### config.mk
export PLATFORM = sky130hd
export DESIGN_NAME = capsense_scan_ctrl
export DESIGN_NICKNAME = d
export VERILOG_FILES = /design/src/rtl/capsense_scan_ctrl.sv
export SDC_FILE = /design/constraint.sdc
export NUM_CORES = 1
export LEC_CHECK = 0
export CAP_MARGIN = 20
export CORE_MARGIN = 5
export CORE_UTILIZATION = 59
export CTS_BUF_LIST = sky130_fd_sc_hd__clkbuf_2 sky130_fd_sc_hd__clkbuf_4 sky130_fd_sc_hd__clkbuf_8
export DETAILED_ROUTE_END_ITERATION = 10
export PLACE_DENSITY = 0.84
export RECOVER_POWER = 25
export SETUP_SLACK_MARGIN = 0.1
export SYNTH_ARGS = -nofsm -noshare
export SYNTH_HDL_FRONTEND = slang
export SYNTH_SLANG_ARGS = --single-unit
### constraint.sdc
create_clock -name clk_i -period 3.9 [get_ports clk_i]
set_input_delay 0.585 -clock clk_i [delete_from_list [all_inputs] [get_ports clk_i]]
set_output_delay 0.585 -clock clk_i [all_outputs]
set_load 0.005 [all_outputs]
### src/rtl/capsense_scan_ctrl.sv
// capsense_scan_ctrl: N-channel capacitive pad scanner.
// Each scan discharges every pad, then times how long each pad takes to charge
// back up. A pad still low after THRESHOLD sample ticks reads as touched. The
// result is debounced across scans and presented per channel either directly
// or as a toggle bit, together with press/change strobes.
module capsense_scan_ctrl #(
    parameter int FREQUENCY  = 24,
    parameter int SAMP_KHZ   = 1500,
    parameter int N          = 4,
    parameter int POLL_TICKS = 131072,
    parameter int DISCHARGE  = 4,
    parameter int THRESHOLD  = 8,
    parameter int DEBOUNCE   = 3
) (
    input  logic         clk_i,
    input  logic         rst_n_i,
    input  logic         ena_i,
    input  logic [N-1:0] mode_i,
    input  logic         clr_i,
    input  logic [N-1:0] capsense_i,
    output logic         capsense_o,
    output logic [N-1:0] buttons_o,
    output logic [N-1:0] raw_o,
    output logic [N-1:0] press_o,
    output logic         changed_o,
    output logic [N-1:0] debug_o
);

    localparam int MOD_SAMP = FREQUENCY * 1000 / SAMP_KHZ;
    localparam int SW       = $clog2(MOD_SAMP);
    localparam int PLW      = (POLL_TICKS > 1) ? $clog2(POLL_TICKS) : 1;
    localparam int PH_MAX   = (DISCHARGE > THRESHOLD) ? DISCHARGE : THRESHOLD;
    localparam int PHW      = $clog2(PH_MAX + 1);
    localparam int DW       = (DEBOUNCE > 1) ? $clog2(DEBOUNCE + 1) : 1;

    localparam logic [SW-1:0]  SAMP_LAST = SW'(MOD_SAMP - 1);
    localparam logic [PLW-1:0] POLL_LAST = PLW'(POLL_TICKS - 1);
    localparam logic [PHW-1:0] DIS_LAST  = PHW'(DISCHARGE - 1);
    localparam logic [PHW-1:0] THR_LAST  = PHW'(THRESHOLD - 1);
    localparam logic [DW-1:0]  DB_LAST   = DW'(DEBOUNCE - 1);

    typedef enum logic [1:0] {
        ST_IDLE,
        ST_DISCH,
        ST_MEAS,
        ST_UPD
    } state_t;

    state_t                 state_q, state_d;
    logic [SW-1:0]          samp_cnt_q, samp_cnt_d;
    logic [PLW-1:0]         poll_cnt_q, poll_cnt_d;
    logic [PHW-1:0]         ph_cnt_q, ph_cnt_d;
    logic [N-1:0]           done_q, done_d;
    logic [N-1:0]           sync1_q, sync2_q;
    logic [N-1:0]           raw_q, raw_d;
    logic [N-1:0]           stable_q, stable_d;
    logic [N-1:0]           tog_q, tog_d;
    logic [N-1:0][DW-1:0]   dcnt_q, dcnt_d;
    logic [N-1:0]           press_q, press_d;
    logic                   changed_q, changed_d;
    logic [N-1:0]           buttons_q, buttons_d;

    logic                   samp_tick;
    logic                   poll_tick;
    logic [N-1:0]           done_upd;

    // Sample-tick prescaler and poll-period counter (counts sample ticks).
    always_comb begin
        samp_tick  = (samp_cnt_q == SAMP_LAST);
        poll_tick  = samp_tick && (poll_cnt_q == POLL_LAST);
        samp_cnt_d = samp_tick ? '0 : samp_cnt_q + 1'b1;
        poll_cnt_d = poll_cnt_q;
        if (samp_tick) begin
            poll_cnt_d = poll_tick ? '0 : poll_cnt_q + 1'b1;
        end
    end

    // Scan sequencer: discharge, timed measure, one-cycle result update.
    always_comb begin
        state_d  = state_q;
        ph_cnt_d = ph_cnt_q;
        done_d   = done_q;
        done_upd = done_q | sync2_q;
        unique case (state_q)
            ST_IDLE: begin
                if (poll_tick && ena_i) begin
                    state_d  = ST_DISCH;
                    ph_cnt_d = '0;
                    done_d   = '0;
                end
            end
            ST_DISCH: begin
                if (samp_tick) begin
                    if (ph_cnt_q == DIS_LAST) begin
                        state_d  = ST_MEAS;
                        ph_cnt_d = '0;
                    end else begin
                        ph_cnt_d = ph_cnt_q + 1'b1;
                    end
                end
            end
            ST_MEAS: begin
                if (samp_tick) begin
                    done_d = done_upd;
                    if ((&done_upd) || (ph_cnt_q == THR_LAST)) begin
                        state_d  = ST_UPD;
                        ph_cnt_d = '0;
                    end else begin
                        ph_cnt_d = ph_cnt_q + 1'b1;
                    end
                end
            end
            ST_UPD: begin
                state_d = ST_IDLE;
            end
            default: begin
                state_d = ST_IDLE;
            end
        endcase
    end

    // Per-channel debounce, toggle tracking, strobes and output selection.
    always_comb begin
        raw_d     = raw_q;
        stable_d  = stable_q;
        dcnt_d    = dcnt_q;
        tog_d     = tog_q;
        press_d   = '0;
        changed_d = 1'b0;
        if (state_q == ST_UPD) begin
            // pads that never charged within the window are the touched ones
            raw_d = ~done_q;
            for (int unsigned i = 0; i < N; i++) begin
                if (raw_d[i] == stable_q[i]) begin
                    dcnt_d[i] = '0;
                end else if (dcnt_q[i] == DB_LAST) begin
                    stable_d[i] = ~stable_q[i];
                    dcnt_d[i]   = '0;
                end else begin
                    dcnt_d[i] = dcnt_q[i] + 1'b1;
                end
            end
            press_d   = stable_d & ~stable_q;
            changed_d = |(stable_d ^ stable_q);
            tog_d     = tog_q ^ press_d;
        end
        // clear wins over a toggle in the same cycle
        if (clr_i) begin
            tog_d = '0;
        end
        buttons_d = (mode_i & tog_q) | (~mode_i & stable_q);
    end

    // State registers, all cleared asynchronously.
    always_ff @(posedge clk_i or negedge rst_n_i) begin
        if (!rst_n_i) begin
            state_q    <= ST_IDLE;
            samp_cnt_q <= '0;
            poll_cnt_q <= '0;
            ph_cnt_q   <= '0;
            done_q     <= '0;
            sync1_q    <= '0;
            sync2_q    <= '0;
            raw_q      <= '0;
            stable_q   <= '0;
            tog_q      <= '0;
            dcnt_q     <= '0;
            press_q    <= '0;
            changed_q  <= 1'b0;
            buttons_q  <= '0;
        end else begin
            state_q    <= state_d;
            samp_cnt_q <= samp_cnt_d;
            poll_cnt_q <= poll_cnt_d;
            ph_cnt_q   <= ph_cnt_d;
            done_q     <= done_d;
            sync1_q    <= capsense_i;
            sync2_q    <= sync1_q;
            raw_q      <= raw_d;
            stable_q   <= stable_d;
            tog_q      <= tog_d;
            dcnt_q     <= dcnt_d;
            press_q    <= press_d;
            changed_q  <= changed_d;
            buttons_q  <= buttons_d;
        end
    end

    // Pad drive and debug decode straight from the state register so that
    // reset removes them without waiting for a clock edge.
    always_comb begin
        capsense_o = (state_q == ST_DISCH);
        debug_o    = (state_q == ST_MEAS) ? ~done_q : '0;
        buttons_o  = buttons_q;
        raw_o      = raw_q;
        press_o    = press_q;
        changed_o  = changed_q;
    end

endmodule

# Word level (Yosys, flattened, before mapping)
# Index checks and enable logic that the tools add are counted.
# word_totals
ff_bits,68
latch_bits,0
ramBits,0
rom_bits,0
in_bits,12
elab_cells,111
memories,0
# op_classes
addsub,7
n_mul,0
div,0
n_lt_le_gt_ge,0
n_eq_ne,20
shifts,0
muxes,41
bitwise,14
n_reduce_logical,12
# ops
cell,n
two-way mux 4 bit,11
two-way mux 2 bit,13
adder 17 x 1 -> 17 bit (second input constant),1
== test 17 bit (second input constant),1
two-way mux 17 bit,1
two-way mux 1 bit,13
AND 4 bit,3
== test 2 bit (second input constant),6
NOT 4 bit,3
case mux 4 bit (3 select lines),1
adder 2 x 1 -> 2 bit (second input constant),4
adder 4 x 1 -> 4 bit (second input constant),2
OR 4 bit,2
case mux 2 bit (4 select lines),1
case mux 4 bit (2 select lines),1
AND reduction 4 bit,2
XOR 4 bit,2
inequality test 2 bit (second input constant),3
AND reduction 5 bit,1
== test 1 bit,4
== test 4 x 2 -> 1 bit (second input constant),1
== test 4 x 3 -> 1 bit (second input constant),1
== test 4 bit (second input constant),1
inequality test 2 x 1 -> 1 bit (second input constant),2
other kinds (9),14

# Logic depth before layout (Yosys ltp)
# Gate-level depths: netlist of run 1.
# depth
word_depth,8
mapped_depth,11
ltp_nobuf,10

# Worst setup path before layout of run 1
# OpenSTA, ideal clock, no wires.
# synth_path
path_kind,register to register
startpoint,reg poll_cnt_q[0]
endpoint,reg state_q[1]
t_arrival_ns,2.583
setup_slack_ns,1.190
stages_incl_launch_ff,12
path_buffers,1
synth_period_minus_slack_ns,2.710
cell_sequence,dfrtp_1 ha_1 nand3_1 nor2_1 and4_1 and3_1 ha_1 and4_1 buf_2 a21boi_1 a2111o_1 mux2_1
# synth_via
elab_chain_len,5
# synth_lines
element,line_no,rtl
start: declaration,51,"logic [PLW-1:0] poll_cnt_q, poll_cnt_d;"
start signal: assignment,174,poll_cnt_q <= poll_cnt_d;
== test 17 bit,70,poll_tick = samp_tick && (poll_cnt_q == POLL_LAST);
logical AND 1 bit,70,
logical AND 1 bit,86,if (poll_tick && ena_i) begin
inequality test 2 bit (no source line),n/a,
AND reduction 5 bit (no source line),n/a,
end signal: assignment,172,state_q <= state_d;
end: declaration,49,"state_t state_q, state_d;"
# Every way passes these cells.
# A chain may end at the register's enable or synchronous reset.

# Worst setup path after layout of run 1
# Same ends and word-level chain as after synthesis.

==> results of run 1 <==
[report_power, final]
group | total [mW] | internal [mW] | leakage (nW) | switching [mW]
combinational | 0.0250 | 0.00932 | 0.649 | 0.0157
clock | 0.577 | 0.311 | 0.0983 | 0.266
sequential | 0.711 | 0.709 | 0.891 | 0.00175
total | 1.31 | 1.03 | 1.64 | 0.284
[path summary, 6_finish.rpt]
check | depth (start not counted) | to | slack (ns)
setup reg to reg | 10 | state_q[1]$_DFFE_PN0P_ | 0.80
setup / recovery | 10 | state_q[1]$_DFFE_PN0P_ | 0.80
min in group asynchronous | 1 | samp_cnt_q[0]$_DFF_PN0_ | 0.67
hold / removal | 0 | sync2_q[2]$_DFF_PN0_ | 0.35
max in group asynchronous | 2 | poll_cnt_q[5]$_DFFE_PN0P_ | 1.99
hold reg to reg | 0 | sync2_q[2]$_DFF_PN0_ | 0.35
[critical path: stages, from the launching register on]
cell	delay [ns]
dfrtp_1	0.41
ha_1	0.21
nand3_1	0.17
nor2_1	0.33
and4_1	0.27
and3_1	0.16
ha_1	0.17
and4_1	0.39
a21boi_1	0.18
a2111o_1	0.36
mux2_1	0.34
[logic make-up (layout without fill, tap and decap cells)]
| logic type | count (synthesis) | in the layout |
|---|---|---|
| buffers and inverters | 26 | 64 |
| AOI/OAI and AO/OA | 68 | 68 |
| and+or+nand+nor | 96 | 96 |
| xor gates and xnor gates | 10 | 10 |
| muxes | 14 | 14 |
| DFF | 68 | 68 |
| adders and majority gates | 13 | 13 |
[flip-flops by register name (all words and copies together), names as in the netlist]
signal and count:
press_o 4, buttons_o 4, tog_q 4, changed_o 1, ph_cnt_q 4, dcnt_q 8, state_q 2, sync2_q 4
sync1_q 4, raw_o 4, stable_q 4, samp_cnt_q 4, done_q 4, poll_cnt_q 17
[metal layers]
metal	vias to the layer above	track usage (%)
li1	1110	-
met2	62	30.4
met1	1125	24.8
met4	0	8.92
met3	14	6.04
met5	-	0
[layout make-up]
class / instances / area share [%]
clock buffers: 10 / 3.74
clock inverters: 6 / 1.73
inverters: 17 / 1.73
multi-input cells: 201 / 36.1
flip-flops and latches: 68 / 46.2
well taps: 70 / 2.38
repair buffers: 31 / 8.12
[metrics by stage]
step / power [mW] / instance area [um^2] / hold slack (ns) / instances
floorplan: 0.725 / 3130 / 0.289 / 295
finish: 1.31 / 3680 / 0.353 / 403
CTS: 1.33 / 3680 / 0.304 / 403
global route: 1.36 / 3680 / 0.362 / 403
detailed placement: 0.751 / 3480 / 0.339 / 387
global placement: 0.751 / 3480 / 0.333 / 387
[layout by cell type (no fill, tap or decap), types with 8 or more instances in the layout]
cell	Yosys	final
a21oi_1	10	10
clkbuf_8	0	10
clkdlybuf4s50_1	0	24
dfrtp_1	68	68
ha_1	13	13
inv_1	17	17
nand2_1	28	28
nand3_1	8	8
nor2_1	12	12
nor3_1	8	8
o21ai_0	28	28
==> run_results.csv, run 1 <==
group,metric,value,unit
status,status,"finished, violations left",
status,violations,"max-capacitance violations, max-slew violations",
synth,synth_simple_gate_area_share,15.9,%
floorplan,dieHeight,82.9,um
route,ant_nets,0,
power_and_ir_drop,ir_drop,0.294,mV
sta,period_share,79.4,%
final_layout,fill_cells,386,
synth,synth_compound_area_share,13.9,%
sta,rsz0062_at_grt,"no",
sta,slew-limit-headroom,-11.0,%
cts,cts_hold_buf,0,
final_layout,fin_nets,353,
route,first_iter_violations,182,
worst_setup_path,worstSetupStartpoint,"poll_cnt_q[0]$_DFFE_PN0P_",
worst_setup_path,critical_path_required,4.12,ns
sta,report.final.slew_viol_count,34,
synth,synthAdderAreaFrac,5.19,%
worst_hold_path,worstHoldStart,"sync1_q[2]$_DFF_PN0_",
synth,muxShareOfSynthArea,4.75,%
worst_setup_path,timing.rr.start,"poll_cnt_q[0]$_DFFE_PN0P_",
floorplan,core-area,5140,um^2
placement,post-place-ws,0.864,ns
global_route,grt_usage,19.5,%
synth,synth_flop_cell,"dfrtp_1",
final_layout,area_growth,17.6,%
placement,place_congestion,0.880,
worst_hold_path,worstHoldPathType,"register to register",
worst_setup_path,cp.arrival,3.31,ns
route,met2WireLength,2.95,mm
cts,root_buffer,"clkbuf_8",
synth,yosys-top-cells-area,"dfrtp_1, ha_1, o21ai_0",
floorplan,rows,26,
synth,synth_top_area_share,54.3,%
final_layout,diodes,0,
worst_setup_path,path_class,"register to register",
global_route,antenna_found_initial,0,
cts,clk_latency,0.34,ns
floorplan,die_w,82.9,um
synth,yosysTopAreaCell,"dfrtp_1",
synth,yosysMostFrequentCell,"dfrtp_1",
power_and_ir_drop,powerDensity,356,nW/um^2
sta,finalCriticalPeriod,3.10,ns
worst_setup_path,critical_path.max_fanout,9,
sta,hold_viol,0,
synth,synth_area_per_cell,10.6,um^2
cts,post-cts-setup-buffers,0,
route,vias_per_cell,5.73,
cts,cts_resized,0,
route,top_layer_used,"met4",
synth,synth_top_family_by_area,"simple AND/OR/NAND/NOR gates",
cts,cts_buffers,9,
final_layout,multi_input_area,1330,um^2
synth,synth_cells,295,
synth,yosysSeqAreaShare,54.3,%
route,dr_wl_met3,336,um
sta,setup_viol,0,
synth,synthXorXnorAreaFrac,2.80,%
route,dr.pass1.iters,4,
sta,tightest_slew,1.66,ns
placement,io_buffer_count,29,
synth,synth_seq_cells,68,
cts,cts_tree,"yes",
cts,h-tree-depth,3,
synth,synthesis.area,3130,um^2
route,post_drt_wl_per_cell,15.2,um
sta,worst_slack,0.803,ns
synth,synth_warnings,0,
floorplan,ioPinCount,30,
route,vias,2311,
floorplan,die_area,6860,um^2
synth,synth_edf_count,0,
global_route,grt_max_degree,37,
route,wl_met1,2.68,mm
synth,netlist_top_cells_count,"dfrtp_1, nand2_1, o21ai_0",
route,drc_errors,0,
sta,max_freq,0.323,GHz
synth,ys_types,44,
route,postRouteWirelength,6.11,mm
synth,synthArstFlopShare,100,%
worst_setup_path,cp-end-kind,"register",
final_layout,final-seq-area,1700,um^2
worst_setup_path,cp-start-kind,"register",
sta,tns,0,ns
global_route,grt_pass1_vias,2339,
synth,synthesis.nets,320,
final_layout,post-route-util,71.7,%
placement,hpwlAfterDp,4.29,mm
global_route,grt_pass1_wl,10.9,mm
global_route,overflow,0,
final_layout,drive_gt1_share,8.11,%
power_and_ir_drop,p_leak,1.64,nW
job,maxCapViolations,1,
cts,path_clk_slew,0.07,ns
floorplan,start_util,60.9,%
sta,finalClockSkew,0.00740,ns
cts,cts.sinks,68,
cts,clockBufferDepth,2,
Note: power is estimated with default switching activity, not from simulation.
==> inputs of run 2 (changes only) <==
==> constraint.sdc (replaced) <==
create_clock -name clk_i -period 3 [get_ports clk_i]
set_input_delay 0.45 -clock clk_i [delete_from_list [all_inputs] [get_ports clk_i]]
set_output_delay 0.45 -clock clk_i [all_outputs]
set_load 0.005 [all_outputs]
==> run 2 against run 1 <==
Net effect: the run still ends with max-capacitance violations, max-slew violations left; sequential power grew 30%; global-route usage shrank 0.70 points; die area is the same; final area grew 2.1%; register-to-register slack lost 0.49 ns; via count shrank 0.78%; final cell count grew 0.74%; total power grew 42%; critical endpoint unchanged; largest cell class unchanged; largest power group unchanged; highest routed layer unchanged.
==> run_results.csv, run 2 (synthesis gave the netlist of run 1 again) <==
group,metric,value,unit
status,status,"finished, violations left",
status,violations,"max-capacitance violations, max-slew violations",
power_and_ir_drop,powerDensity,496,nW/um^2
sta,setup_viol,0,
floorplan,rows,26,
route,vias,2293,
placement,placed_cells_incl_taps,391,
global_route,overflow,0,
global_route,grt_usage,18.8,%
floorplan,core-area,5140,um^2
sta,tightest_slew,1.67,ns
worst_setup_path,crit_path_top_delay_cell,"dfrtp_1",
final_layout,top_register,"poll_cnt_q",
final_layout,final_common_cell,"dfrtp_1",
cts,cts_hold_buf,0,
worst_hold_path,worstHoldEndpoint,"sync2_q[2]$_DFF_PN0_",
job,maxCapViolations,1,
worst_setup_path,path_class,"register to register",
power_and_ir_drop,ir_drop,0.481,mV
route,dr.pass1.iters,4,
final_layout,reg.largest.list,"poll_cnt_q: 17 flops, dcnt_q: 8 flops",
worst_setup_path,critical_path_required,3.23,ns
floorplan,die_w,82.9,um
final_layout,area_growth,20.1,%
global_route,grt_pass1_vias,2255,
sta,finalClockSkew,0.00726,ns
worst_setup_path,cp.arrival,2.92,ns
placement,place_congestion,0.845,
sta,period_share,89.7,%
cts,cts_tree,"yes",
worst_setup_path,r2r-end,"state_q[1]$_DFFE_PN0P_",
cts,root_buffer,"clkbuf_8",
placement,io_buffer_count,29,
route,first_iter_violations,117,
worst_setup_path,cp-end-kind,"register",
cts,h-tree-depth,3,
sta,hold_viol,0,
power_and_ir_drop,p_leak,1.68,nW
sta,max_freq,0.372,GHz
cts,clk_latency,0.35,ns
sta,report.final.slew_viol_count,31,
final_layout,post-route-util,73.2,%
sta,hold_ws,0.350,ns
final_layout,fill_cells,379,
route,postRouteWirelength,6.07,mm
cts,cts.sinks,68,
worst_setup_path,critical_path.max_fanout,5,
route,post_drt_wl_per_cell,15.0,um
global_route,grt_max_degree,39,
floorplan,ioPinCount,30,
final_layout,layout_common_cells,"dfrtp_1, nand2_1, o21ai_0, clkdlybuf4s50_1, inv_1",
final_layout,fin_nets,357,
worst_setup_path,cp-start-kind,"register",
worst_setup_path,reg2regPathDepth,10,
final_layout,largest_reg_flops,17,
worst_hold_path,worstHoldStart,"sync1_q[2]$_DFF_PN0_",
final_layout,drive_gt1_share,8.93,%
global_route,antenna_found_initial,0,
cts,path_clk_slew,0.07,ns
sta,tns,0,ns
global_route,grt_pass1_wl,10.6,mm
worst_setup_path,rrSetupSlack,0.31,ns
placement,placed_cell_area,3530,um^2
sta,finalCriticalPeriod,2.69,ns
worst_setup_path,path_cells,"ha_1, nand3_1, nor2_1, and4_1, and3_1, ha_1, and4_1, a21boi_1, a2111o_1, mux2_1",
route,drc_errors,0,
final_layout,finalInstanceArea,3760,um^2
final_layout,diodes,0,
sta,slew-limit-headroom,-11.4,%
worst_setup_path,timing.rr.start,"poll_cnt_q[0]$_DFFE_PN0P_",
worst_hold_path,worstHoldPathType,"register to register",
route,ant_nets,0,
worst_setup_path,crit_path_max_incr_delay,0.40,ns
sta,rsz0062_at_grt,"no",
final_layout,instances_no_fill,406,
floorplan,die_area,6860,um^2
cts,post-cts-setup-buffers,0,
route,vias_per_cell,5.65,
cts,clockBufferDepth,2,
cts,cts_resized,0,
cts,cts_buffers,9,
floorplan,dieHeight,82.9,um
worst_hold_path,hold_depth,0,
floorplan,start_util,60.9,%
placement,hpwlAfterDp,4.11,mm
-- run 2: worst max path at each step --
stage / slack (ns) / to / start / cells after the start
after floorplan: 0.29 / state_q[1]$_DFFE_PN0P_ / poll_cnt_q[0]$_DFFE_PN0P_ / 11
after global placement: 0.46 / state_q[1]$_DFFE_PN0P_ / poll_cnt_q[0]$_DFFE_PN0P_ / 10
after detailed placement: 0.34 / state_q[1]$_DFFE_PN0P_ / poll_cnt_q[0]$_DFFE_PN0P_ / 10
after CTS: 0.32 / state_q[1]$_DFFE_PN0P_ / poll_cnt_q[0]$_DFFE_PN0P_ / 10
after global routing: 0.15 / state_q[1]$_DFFE_PN0P_ / poll_cnt_q[0]$_DFFE_PN0P_ / 10
final: 0.31 / state_q[1]$_DFFE_PN0P_ / poll_cnt_q[0]$_DFFE_PN0P_ / 10
-- run 2: critical path, delay by kind of cell (launching register included) --
family	cells	cell delay (ns)
fa+ha+maj	2	0.41
simple gates	5	0.97
flops	1	0.40
compound gates	2	0.48
mux	1	0.32
-- run 2: power by group --
group	switching [mW]	internal (mW)
Combinational	0.0211	0.0140
Sequential	0.00238	0.921
Clock	0.359	0.548
Total	0.382	1.48
-- run 2: metal layers --
layer / global-route usage (%) / vias to the layer above / share of wire [%]
li1: - / 1115 / -
met2: 30.4 / 61 / 49
met4: 7.28 / 0 / 1.3
met1: 24.3 / 1109 / 45
met3: 4.65 / 8 / 4.6
met5: 0 / - / 0
-- run 2: area by class of cell --
cell class	instances	area, um^2	area share (%)
repair buffers	35	342	9.08
inverters	17	63.8	1.70
clock buffers	9	124	3.29
flip-flops and latches	68	1700	45.2
well taps	70	87.6	2.33
multi-input cells	201	1330	35.4
clock inverters	6	114	3.03
-- run 2: metrics by stage --
stage               setup slack [ns]  total power [mW]
detailed placement             0.344             0.979
CTS                            0.317              1.88
finish                         0.309              1.87
floorplan                      0.290             0.942
global route                   0.146              1.93
global placement               0.459             0.978
==> inputs of run 3 (changes only) <==
--- a/config.mk
+++ b/config.mk
@@ -6,10 +6,13 @@
 export NUM_CORES = 1
 export LEC_CHECK = 0
 export CAP_MARGIN = 20
+export CELL_PAD_IN_SITES_DETAIL_PLACEMENT = 0
+export CELL_PAD_IN_SITES_GLOBAL_PLACEMENT = 1
 export CORE_MARGIN = 5
-export CORE_UTILIZATION = 59
+export CORE_UTILIZATION = 47
 export CTS_BUF_LIST = sky130_fd_sc_hd__clkbuf_2 sky130_fd_sc_hd__clkbuf_4 sky130_fd_sc_hd__clkbuf_8
 export DETAILED_ROUTE_END_ITERATION = 10
+export GPL_ROUTABILITY_DRIVEN = 0
 export PLACE_DENSITY = 0.84
 export RECOVER_POWER = 25
 export SETUP_SLACK_MARGIN = 0.1
==> run 3 against run 2 <==
Net effect: the flow still finishes with violations (max-capacitance violations, max-slew violations); core utilization fell by 15 points; combinational power fell by 1%; worst hold slack improved by 0.0022 ns; global-route usage fell by 4.1 points; sequential cell count did not move.
==> run_results.csv, run 3 (synthesis gave the netlist of run 1 again) <==
group,metric,value,unit
worst_setup_path,cp_top_family,"simple AND/OR/NAND/NOR gates",
cts,cts.sinks,68,
sta,hold_viol,0,
sta,slew-limit-headroom,-26.2,%
cts,path_clk_slew,0.08,ns
floorplan,core-area,6420,um^2
cts,clockBufferDepth,2,
worst_setup_path,crit_path_top_delay_cell,"dfrtp_1",
final_layout,final_common_cell,"dfrtp_1",
final_layout,diodes,0,
route,postRouteWirelength,5.79,mm
floorplan,dieHeight,91.6,um
power_and_ir_drop,ir_drop,0.292,mV
final_layout,multi_input_area,1340,um^2
global_route,grt_usage,14.6,%
route,drc_errors,0,
sta,setup_viol,0,
cts,h-tree-depth,3,
final_layout,final-seq-area,1700,um^2
global_route,grt_max_degree,36,
sta,max_freq,0.378,GHz
final_layout,fin_nets,356,
job,maxCapViolations,1,
final_layout,fill_cells,553,
global_route,overflow,0,
route,dr.pass1.iters,4,
sta,period_share,88.1,%
global_route,grt_pass1_wl,10.0,mm
sta,tightest_slew,1.89,ns
final_layout,layout_common_cells,"dfrtp_1, nand2_1, o21ai_0, clkdlybuf4s50_1, inv_1",
floorplan,ioPinCount,30,
status,violations,"max-capacitance violations, max-slew violations",
worst_setup_path,path_cells,"ha_1, nand3_2, nor2_1, and4_1, and3_1, ha_2, and4_1, a21boi_1, a2111o_1, mux2_1",
final_layout,area_growth,19.9,%
sta,report.final.slew_viol_count,34,
global_route,antenna_found_initial,0,
placement,io_buffer_count,29,
floorplan,start_util,48.8,%
sta,finalClockSkew,0.00740,ns
global_route,grt_pass1_vias,2152,
floorplan,die_area,8400,um^2
floorplan,die_w,91.6,um
final_layout,top_register,"poll_cnt_q",
placement,hpwlAfterDp,4.01,mm
worst_setup_path,cp-end-kind,"register",
floorplan,rows,29,
power_and_ir_drop,powerDensity,478,nW/um^2
worst_setup_path,cp-start-kind,"register",
worst_setup_path,critical_path.max_fanout,10,
worst_hold_path,worstHoldStart,"sync1_q[3]$_DFF_PN0_",
status,status,"finished, violations left",
cts,root_buffer,"clkbuf_8",
worst_setup_path,critical_path_buf_inv_count,0,
worst_setup_path,r2r-end,"state_q[1]$_DFFE_PN0P_",
worst_setup_path,cp.arrival,2.86,ns
cts,clk_latency,0.33,ns
worst_setup_path,rrSetupSlack,0.36,ns
worst_hold_path,worstHoldEndpoint,"sync2_q[3]$_DFF_PN0_",
sta,worst_slack,0.357,ns
worst_setup_path,critical_path_required,3.22,ns
worst_hold_path,hold_depth,0,
sta,tns,0,ns
cts,cts_hold_buf,0,
worst_hold_path,worstHoldPathType,"register to register",
final_layout,drive_gt1_share,9.52,%
cts,cts_tree,"yes",
final_layout,reg.largest.list,"poll_cnt_q: 17 flops, dcnt_q: 8 flops",
worst_setup_path,path_class,"register to register",
placement,post-place-ws,0.207,ns
sta,finalCriticalPeriod,2.64,ns
sta,rsz0062_at_grt,"no",
route,ant_nets,0,
final_layout,largest_reg_flops,17,
final_layout,post-route-util,58.5,%
route,vias,2240,
power_and_ir_drop,p_leak,1.67,nW
route,vias_per_cell,5.42,
worst_setup_path,crit_path_max_incr_delay,0.39,ns
route,post_drt_wl_per_cell,14.0,um
worst_setup_path,timing.rr.start,"poll_cnt_q[0]$_DFFE_PN0P_",
route,first_iter_violations,112,
worst_setup_path,crit_path_frequent_cell,"and4_1",
worst_setup_path,reg2regPathDepth,10,
cts,cts_buffers,9,
==> run 3: worst max path at each step <==
stage	from	end	slack (ns)	depth (start not counted)
final	poll_cnt_q[0]$_DFFE_PN0P_	state_q[1]$_DFFE_PN0P_	0.36	10
after global routing	poll_cnt_q[0]$_DFFE_PN0P_	state_q[1]$_DFFE_PN0P_	0.12	10
after CTS	poll_cnt_q[0]$_DFFE_PN0P_	state_q[1]$_DFFE_PN0P_	0.19	10
after detailed placement	poll_cnt_q[0]$_DFFE_PN0P_	state_q[1]$_DFFE_PN0P_	0.21	10
after global placement	poll_cnt_q[0]$_DFFE_PN0P_	state_q[1]$_DFFE_PN0P_	0.25	10
after floorplan	poll_cnt_q[0]$_DFFE_PN0P_	state_q[1]$_DFFE_PN0P_	0.29	11
==> run 3: through the flow <==
step / hold slack (ns) / cell area [um^2] / total power, mW / cells
2_1_floorplan: 0.154 / 3130 / 0.942 / 295
3_3_place_gp: 0.334 / 3530 / 0.980 / 397
3_5_place_dp: 0.335 / 3530 / 0.980 / 397
4_1_cts: 0.218 / 3750 / 1.82 / 413
5_1_grt: 0.363 / 3760 / 1.86 / 413
6_report: 0.352 / 3760 / 1.79 / 413
==> run 3: layout make-up <==
type,count,share of cell area (%)
Sequential cell,68,45.3
Multi-Input combinational cell,201,35.6
Timing Repair Buffer,34,8.89
Clock buffer,9,3.30
Clock inverter,7,2.63
Tap cell,77,2.56
Inverter,17,1.70
==> run 3: what timing repair did <==
item | CTS | global route
endpoints found under the setup margin | 0 | 8
resized for setup | 0 | 3
setup buffers | 0 | 0
==> run 3: power by group <==
part / switching (mW) / internal, mW / total (mW)
Sequential: 0.00221 / 0.921 / 0.923
Combinational: 0.0216 / 0.0130 / 0.0346
Clock: 0.363 / 0.474 / 0.837
Total: 0.387 / 1.41 / 1.79
==> run 3: worst register-to-register path: cells and delay by family (launching register included) <==
| family | cells | cell delay [ns] |
|---|---|---|
| fa+ha+maj | 2 | 0.49 |
| flops | 1 | 0.39 |
| mux | 1 | 0.32 |
| compound gates | 2 | 0.47 |
| simple gates | 5 | 0.88 |
==> run 3: per-layer routing <==
metal | vias to the layer above | track usage [%] | share of wire, %
li1 | 1118 | - | -
met1 | 1071 | 20.5 | 49
met2 | 39 | 21.9 | 45
met3 | 12 | 2.86 | 4.1
met4 | 0 | 6.91 | 1.8
met5 | - | 0 | 0
